`config.mk`:
```
export PLATFORM = sky130hd
export DESIGN_NAME = sbus_frame_decoder
export DESIGN_NICKNAME = d
export VERILOG_FILES = /design/src/rtl/sbus_frame_decoder.sv
export SDC_FILE = /design/constraint.sdc
export NUM_CORES = 1
export LEC_CHECK = 0
export CORE_MARGIN = 2
export CORE_UTILIZATION = 30
export CTS_CLUSTER_DIAMETER = 80
export DETAILED_ROUTE_END_ITERATION = 12
export PLACE_DENSITY = 0.52
export SLEW_MARGIN = 5
export SYNTH_ARGS = -nofsm -noshare
export SYNTH_HDL_FRONTEND = slang
export SYNTH_SLANG_ARGS = --single-unit
export TNS_END_PERCENT = 5
```
`constraint.sdc`:
```
create_clock -name clk -period 3.9 [get_ports clk]
set_clock_uncertainty 0.2 [all_clocks]
set_input_delay 0.78 -clock clk [delete_from_list [all_inputs] [get_ports clk]]
set_output_delay 0.78 -clock clk [all_outputs]
set_load 0.01 [all_outputs]
```
`src/rtl/sbus_frame_decoder.sv`:
```
// S.BUS frame decoder: assembles 25 8E2 bytes, validates the frame and
// unpacks 16x11-bit channels plus flags, committing only whole good frames.
module sbus_frame_decoder #(
  parameter logic [7:0] HEADER = 8'h0F,
  parameter logic [7:0] FOOTER = 8'h00,
  parameter int         ERR_W  = 8
) (
  input  logic             clk,
  input  logic             rst,
  input  logic             rx,
  input  logic             sample,
  input  logic             frame_sync,
  input  logic [3:0]       ch_sel,
  output logic [10:0]      ch_value,
  output logic             ch17,
  output logic             ch18,
  output logic             frame_lost,
  output logic             failsafe,
  output logic             frame_valid,
  output logic             frame_err,
  output logic [ERR_W-1:0] err_cnt,
  output logic             busy
);

  typedef enum logic [1:0] {
    IDLE,
    RECV,
    CHECK
  } state_e;

  state_e             state_q, state_d;
  logic [4:0]         byte_idx_q, byte_idx_d;
  logic [3:0]         bit_idx_q, bit_idx_d;
  logic [11:0]        shreg_q, shreg_d;
  logic               bad_q, bad_d;
  logic [18:0]        acc_q, acc_d;
  logic [4:0]         n_q, n_d;
  logic [4:0]         k_q, k_d;
  logic [15:0][10:0]  sh_ch_q, sh_ch_d;
  logic [3:0]         sh_flg_q, sh_flg_d;
  logic [15:0][10:0]  ch_q, ch_d;
  logic [3:0]         flg_q, flg_d;
  logic               fv_q, fv_d;
  logic               fe_q, fe_d;
  logic [ERR_W-1:0]   err_q, err_d;

  logic [11:0] byte_nx;
  logic [7:0]  data;
  logic        byte_bad;
  logic        bad_now;
  logic        bad_fin;
  logic [18:0] acc_or;
  logic [4:0]  n_sum;
  logic        restart;
  logic        count_err;

  always_comb begin
    state_d    = state_q;
    byte_idx_d = byte_idx_q;
    bit_idx_d  = bit_idx_q;
    shreg_d    = shreg_q;
    bad_d      = bad_q;
    acc_d      = acc_q;
    n_d        = n_q;
    k_d        = k_q;
    sh_ch_d    = sh_ch_q;
    sh_flg_d   = sh_flg_q;
    ch_d       = ch_q;
    flg_d      = flg_q;
    fv_d       = 1'b0;
    fe_d       = 1'b0;
    err_d      = err_q;
    restart    = 1'b0;
    count_err  = 1'b0;

    // Byte as it stands once the current bit is shifted in (LSB first).
    byte_nx  = {rx, shreg_q[11:1]};
    data     = byte_nx[8:1];
    byte_bad = byte_nx[0] | ~(&byte_nx[11:10]) | (^byte_nx[9:1]);
    bad_now  = bad_q | byte_bad;
    bad_fin  = bad_now | (data != FOOTER) |
               (n_q != 5'd0) | (k_q != 5'd16);
    acc_or   = acc_q | (19'(data) << n_q);
    n_sum    = n_q + 5'd8;

    unique case (state_q)
      IDLE: restart = frame_sync;
      RECV: begin
        if (frame_sync) begin
          restart = 1'b1;
          if (byte_idx_q != 5'd0 || bit_idx_q != 4'd0) begin
            fe_d      = 1'b1;
            count_err = 1'b1;
          end
        end else if (sample) begin
          shreg_d   = byte_nx;
          bit_idx_d = bit_idx_q + 4'd1;
          if (bit_idx_q == 4'd11) begin
            bit_idx_d  = 4'd0;
            byte_idx_d = byte_idx_q + 5'd1;
            bad_d      = bad_now;
            unique case (1'b1)
              (byte_idx_q == 5'd0):
                bad_d = bad_now | (data != HEADER);
              (byte_idx_q inside {[5'd1:5'd22]}): begin
                acc_d = acc_or;
                n_d   = n_sum;
                if (n_sum >= 5'd11) begin
                  if (!k_q[4]) sh_ch_d[k_q[3:0]] = acc_or[10:0];
                  k_d   = k_q + 5'd1;
                  acc_d = acc_or >> 11;
                  n_d   = n_sum - 5'd11;
                end
              end
              (byte_idx_q == 5'd23):
                sh_flg_d = data[3:0];
              (byte_idx_q == 5'd24): begin
                state_d = CHECK;
                bad_d   = bad_fin;
                if (bad_fin) begin
                  fe_d      = 1'b1;
                  count_err = 1'b1;
                end else begin
                  fv_d  = 1'b1;
                  ch_d  = sh_ch_q;
                  flg_d = sh_flg_q;
                end
              end
              default: ;
            endcase
          end
        end
      end
      CHECK: begin
        // Verdict was applied on entry; this cycle carries the pulse.
        state_d = IDLE;
        restart = frame_sync;
      end
      default: state_d = IDLE;
    endcase

    if (count_err && err_q != {ERR_W{1'b1}})
      err_d = err_q + ERR_W'(1);

    if (restart) begin
      state_d    = RECV;
      byte_idx_d = 5'd0;
      bit_idx_d  = 4'd1;
      shreg_d    = {rx, 11'd0};
      bad_d      = 1'b0;
      acc_d      = '0;
      n_d        = 5'd0;
      k_d        = 5'd0;
    end
  end

  always_ff @(posedge clk or negedge rst) begin
    if (!rst) begin
      state_q    <= IDLE;
      byte_idx_q <= '0;
      bit_idx_q  <= '0;
      shreg_q    <= '0;
      bad_q      <= 1'b0;
      acc_q      <= '0;
      n_q        <= '0;
      k_q        <= '0;
      sh_ch_q    <= '0;
      sh_flg_q   <= '0;
      ch_q       <= '0;
      flg_q      <= '0;
      fv_q       <= 1'b0;
      fe_q       <= 1'b0;
      err_q      <= '0;
    end else begin
      state_q    <= state_d;
      byte_idx_q <= byte_idx_d;
      bit_idx_q  <= bit_idx_d;
      shreg_q    <= shreg_d;
      bad_q      <= bad_d;
      acc_q      <= acc_d;
      n_q        <= n_d;
      k_q        <= k_d;
      sh_ch_q    <= sh_ch_d;
      sh_flg_q   <= sh_flg_d;
      ch_q       <= ch_d;
      flg_q      <= flg_d;
      fv_q       <= fv_d;
      fe_q       <= fe_d;
      err_q      <= err_d;
    end
  end

  assign ch_value    = ch_q[ch_sel];
  assign ch17        = flg_q[0];
  assign ch18        = flg_q[1];
  assign frame_lost  = flg_q[2];
  assign failsafe    = flg_q[3];
  assign frame_valid = fv_q;
  assign frame_err   = fe_q;
  assign err_cnt     = err_q;
  assign busy        = (state_q != IDLE);

endmodule
```
# ---- After elaboration in Yosys (flattened, before gate mapping)
# Cells that the tools add are included.
dict set report totals {
  word_cells 178
  out_inout_bits 26
  in_bits 9
  ff_bits 423
}
dict set report op_classes {
  n_bitwise 12
  n_reduce_logical 27
  addsub 6
  n_lt_le_gt_ge 6
  n_shift 1
  n_eq_ne 14
  muxes 67
}
# op n
set op_table {}
lappend op_table {{bitwise mux 176 bit} 1}
lappend op_table {{2-to-1 mux 19 bit} 7}
lappend op_table {{2-to-1 mux 5 bit} 19}
lappend op_table {{2-to-1 mux 12 bit} 4}
lappend op_table {{binary-select mux 11 bit (select 4 bit)} 1}
lappend op_table {{demux 11 bit (select 4 bit)} 1}
lappend op_table {{2-to-1 mux 11 bit} 2}
lappend op_table {{2-to-1 mux 4 bit} 5}
lappend op_table {{2-to-1 mux 1 bit} 19}
lappend op_table {{bitwise OR 19 bit} 1}
lappend op_table {{<< shifter 8 x 5 -> 19 bit} 1}
lappend op_table {{AND reduction 5 bit} 3}
lappend op_table {{inequality test 3 bit (second input constant)} 4}
lappend op_table {{AND reduction 6 bit} 2}
lappend op_table {{nonzero test 2 bit} 6}
lappend op_table {{adder 5 x 1 -> 5 bit (second input constant)} 2}
lappend op_table {{== test 5 bit (second input constant)} 2}
lappend op_table {{< comparator 4 x 5 -> 1 bit (second input constant)} 2}
lappend op_table {{2-to-1 mux 2 bit} 5}
lappend op_table {{nonzero test 5 bit} 2}
lappend op_table {{XOR reduction 9 bit} 1}
lappend op_table {{adder 8 x 1 -> 8 bit (second input constant)} 1}
lappend op_table {{inequality test 8 x 4 -> 1 bit (second input constant)} 1}
lappend op_table {{inequality test 8 bit (second input constant)} 1}
lappend op_table {{other kinds (28)} 40}

# ---- Longest topological paths before layout
# Gate-level depths: netlist of the first run.
dict set report depth {
  ltp_word 15
  depth_mapped 11
}

# ---- Least setup slack after synthesis of the first run
# No wires, ideal clock.
dict set report synth_path {
  path_type {input port to output port}
  start {input ch_sel[0]}
  end {output ch_value[0]}
  arrival_time_ps 2459
  path_stages 4
  setup_slack_ps 461
  t_required_ps 2920
  path_cell_list {clkbuf_1 > buf_2 > mux4_2 > mux4_2}
}
dict set report synth_between {
  elab_chain_len 2
}
# item line
set synth_lines {}
lappend synth_lines {{from (decl)} 13} ;# input logic [3:0] ch_sel,
lappend synth_lines {{binary-select mux 11 bit (select 4 bit)} 193} ;# assign ch_value = ch_q[ch_sel];
lappend synth_lines {{2-to-1 mux 11 bit (implied by the code)} 193}
lappend synth_lines {{to (decl)} 14} ;# output logic [10:0] ch_value,
# Every way passes these cells. The select of a mux whose other input is x is not followed.

# ---- Worst setup path in the final report of the first run
dict set report layout_path {
  start {input ch_sel[0]}
  end {output ch_value[2]}
}
# The elaborated chain is that of the path after synthesis.

==> impl_metrics.env, run 1 <==
export IMPL_status="finished, final reports clean"
export IMPL_synth_seq_cells=422
export IMPL_hpwlAfterDp_um=27200
export IMPL_synth_top_area_cell="dfrtp_1"
export IMPL_dr_total_vias=10585
export IMPL_holdPathStages=1
export IMPL_grt_pass1_wl_um=69200
export IMPL_r2r_start="n_q[0]"
export IMPL_grt_usage_pct=14.0
export IMPL_postRouteWirelength_um=43800
export IMPL_synth_top_cell_area_share_pct=56.0
export IMPL_synth_ff_type="dfrtp_1"
export IMPL_worst_path_buf_inv=3
export IMPL_holdPathEnd="ch_q[38]"
export IMPL_antenna_found_initial=1
export IMPL_path_common_cell="mux4_2"
export IMPL_power_switching_uw=2220
export IMPL_timing_hold_ws_ps=260
export IMPL_crit_chain="buf_4 -> buf_12 -> mux4_2 -> mux4_2 -> clkdlybuf4s50_1"
export IMPL_synth_area_per_cell_um2=14.8
export IMPL_r2r_cells=8
export IMPL_min_path_type="reg -> reg"
export IMPL_synth_distinct_cells=59
export IMPL_post_cts_resized=0
export IMPL_die_h_um=255
export IMPL_rrSetupSlack_ps=570
export IMPL_setup_viol_count_final=0
export IMPL_core_area_mm2=0.0619
export IMPL_max_freq_mhz=266
export IMPL_dieWidth_um=255
export IMPL_crit_path_end_kind="primary output"
export IMPL_fin_nets=1358
export IMPL_synth_edf_count=0
export IMPL_gp_congestion=0.805
export IMPL_dr_first_iter_drc_count=588
export IMPL_area_growth_syn_to_layout_pct=16.8
export IMPL_synthCells=1273
export IMPL_first_global_vias=11154
export IMPL_tns_ps=0
export IMPL_netlist_top_cells_area="dfrtp_1 56%, mux2_2 17%, mux4_2 6.6%"
export IMPL_synth_fp_nets=1302
export IMPL_overflow=0
export IMPL_insertion_delay_ps=590
export IMPL_crit_path_max_incr_delay_ps=560
export IMPL_finalNonFillerCells=2205
export IMPL_wl_per_cell_um=19.9
export IMPL_synth_most_common_cell="dfrtp_1"
export IMPL_yosysWarnings=0
export IMPL_cp_required_ps=2920
export IMPL_drcViolationCount=0
export IMPL_synth_top_cells_by_count="422 x dfrtp_1, 283 x mux2_2, 80 x mux2_4"
export IMPL_clockRootBuffer="clkbuf_16"
export IMPL_regArea_mm2=0.0106
export IMPL_drive_above_1_share_pct=41.2
export IMPL_clk_pin_slew_worst_paths_ps=60
export IMPL_io_pins=35
export IMPL_cts_max_level=2
export IMPL_p_int_uw=7400
export IMPL_cp_top_family="multiplexers"
export IMPL_power_leakage_uw=0.0107
export IMPL_cts_tree="yes"
export IMPL_io_buffers=34
export IMPL_numCtsBuffers=46
export IMPL_tightest_slew_ps=987
export IMPL_first_pass_iters=5
export IMPL_slew_headroom_pct=34.2
export IMPL_crit_fanout=25
export IMPL_start_kind="input port"
export IMPL_finalCritPeriodShare_pct=96.3
export IMPL_startpoint="ch_sel[0]"
export IMPL_netlist_area_mm2=0.0188
export IMPL_nFillCells=5977
export IMPL_netSwitchingFraction_pct=23.1
export IMPL_slew_viol_final=0
export IMPL_via_per_inst=4.80
export IMPL_clkPwrFrac_pct=47.4
export IMPL_cts_sinks=422
export IMPL_r2r_end="sh_ch_q[114]"
export IMPL_cap_violations=0
export IMPL_design_area_mm2=0.0220
export IMPL_async_flop_share_pct=100
export IMPL_fin_crit_ps=3760
export IMPL_grt_max_degree=95
export IMPL_dieArea_mm2=0.0648
export IMPL_crit_slowest_cell="mux4_2"
export IMPL_irDropWorstVdd_uv=294
export IMPL_clk_path_buf_depth=3
export IMPL_crit_type="in -> out"
export IMPL_utilization_pct=35.6
export IMPL_synth_seq_area_share_pct=56.0
export IMPL_arrival_ps=2780
export IMPL_ant_nets=0
export IMPL_multiInputGateArea_mm2=0.00776
export IMPL_place_inst=2117
export IMPL_rows=91
export IMPL_power_frac_comb_pct=5.9
export IMPL_start_util_pct=30.4
export IMPL_hp_start="sh_ch_q[38]"
export IMPL_dpl_cell_area_mm2=0.0204
export IMPL_p_seq_share_pct=46.8
export IMPL_power_density_mw_per_mm2=437
export IMPL_report_final_hold_viol_count=0
export IMPL_rsz0062_at_grt="no"
[power groups by stage]
stage | sequential [µW] | combinational (µW) | clock (µW)
after CTS | 4500 | 579 | 4700
after detailed placement | 4580 | 575 | 0
after global routing | 4500 | 636 | 4890
after floorplan | 4570 | 281 | 0
final | 4500 | 565 | 4550
after global placement | 4570 | 570 | 0
[stage by stage]
stage	total power [µW]	setup WS, ps
2_1_floorplan	4860	461
3_3_place_gp	5140	138
3_5_place_dp	5150	107
4_1_cts	9780	103
5_1_grt	10000	68.5
6_report	9620	143
[flip-flops by register name (all words and copies together) (netlist names), 5 cells and up]
signal and flops:
acc_q 19, byte_idx_q 5, ch_q 176, err_cnt 8, k_q 5, n_q 5, sh_ch_q 176, shreg_q 11
[worst max path at each step]
stage / endpoint / slack [ps] / cells past startpoint
3_5_place_dp: ch_value[0] / 110 / 5
4_1_cts: ch_value[2] / 100 / 5
5_1_grt: ch_value[0] / 70 / 5
6_report: ch_value[2] / 140 / 5
2_1_floorplan: ch_value[0] / 460 / 4
3_3_place_gp: ch_value[0] / 140 / 5
[area by class of cell]
type | instances | share of cell area (%)
inverters | 25 | 0.426
repair buffers | 88 | 4.35
clock inverters | 16 | 1.10
clock buffers | 70 | 6.18
diodes | 1 | 0.0114
flip-flops and latches | 422 | 48.0
multi-input cells | 746 | 35.2
well taps | 837 | 4.76
[cells by family after synthesis]
group	share of synthesized area, %
xor gates and xnor gates	0.956
DFF	56.0
muxes	30.6
buffers and inverters	2.89
adders and majority gates	1.33
AOI/OAI and AO/OA	3.29
and+or+nand+nor	4.89
[metal layers]
layer / vias to the layer above / wire length (µm) / global-route usage, %
met5: - / 0 / 0
met4: 0 / 859 / 3.73
met3: 56 / 1460 / 2.17
met2: 174 / 20400 / 22.0
met1: 5627 / 21100 / 20.1
li1: 4728 / - / -
[cell usage in the layout (no fill, tap or decap), types with 11 or more instances in the layout]
| cell | n |
|---|---|
| dfrtp_1 | 422 |
| mux2_2 | 283 |
| mux2_4 | 80 |
| mux4_2 | 55 |
| nor2_1 | 46 |
| clkbuf_16 | 46 |
| nand2_1 | 41 |
| o21ai_0 | 37 |
| buf_4 | 37 |
| clkdlybuf4s50_1 | 31 |
| inv_1 | 24 |
| ha_1 | 20 |
| nand3_1 | 17 |
| a21oi_1 | 17 |
| buf_12 | 17 |
| and3_1 | 14 |
| xnor2_1 | 12 |
| mux2i_1 | 12 |
| clkbuf_8 | 12 |
| clkbuf_1 | 12 |
| nand4_1 | 11 |
[repair_timing]
action,4_1_cts,5_1_grt
hold endpoints to repair,51,0
buffers inserted,0,0
hold buffers,1,0
Power figures use the tool's default switching activity.
==> run 2, diff against run 1 <==
--- a/config.mk
+++ b/config.mk
@@ -10,6 +10,7 @@
 export CTS_CLUSTER_DIAMETER = 80
 export DETAILED_ROUTE_END_ITERATION = 12
 export PLACE_DENSITY = 0.52
+export SKIP_LAST_GASP = 1
 export SLEW_MARGIN = 5
 export SYNTH_ARGS = -nofsm -noshare
 export SYNTH_HDL_FRONTEND = slang
==> results of run 2 <==
Same layout as run 1: the final DEF is identical, and so are final timing and power.
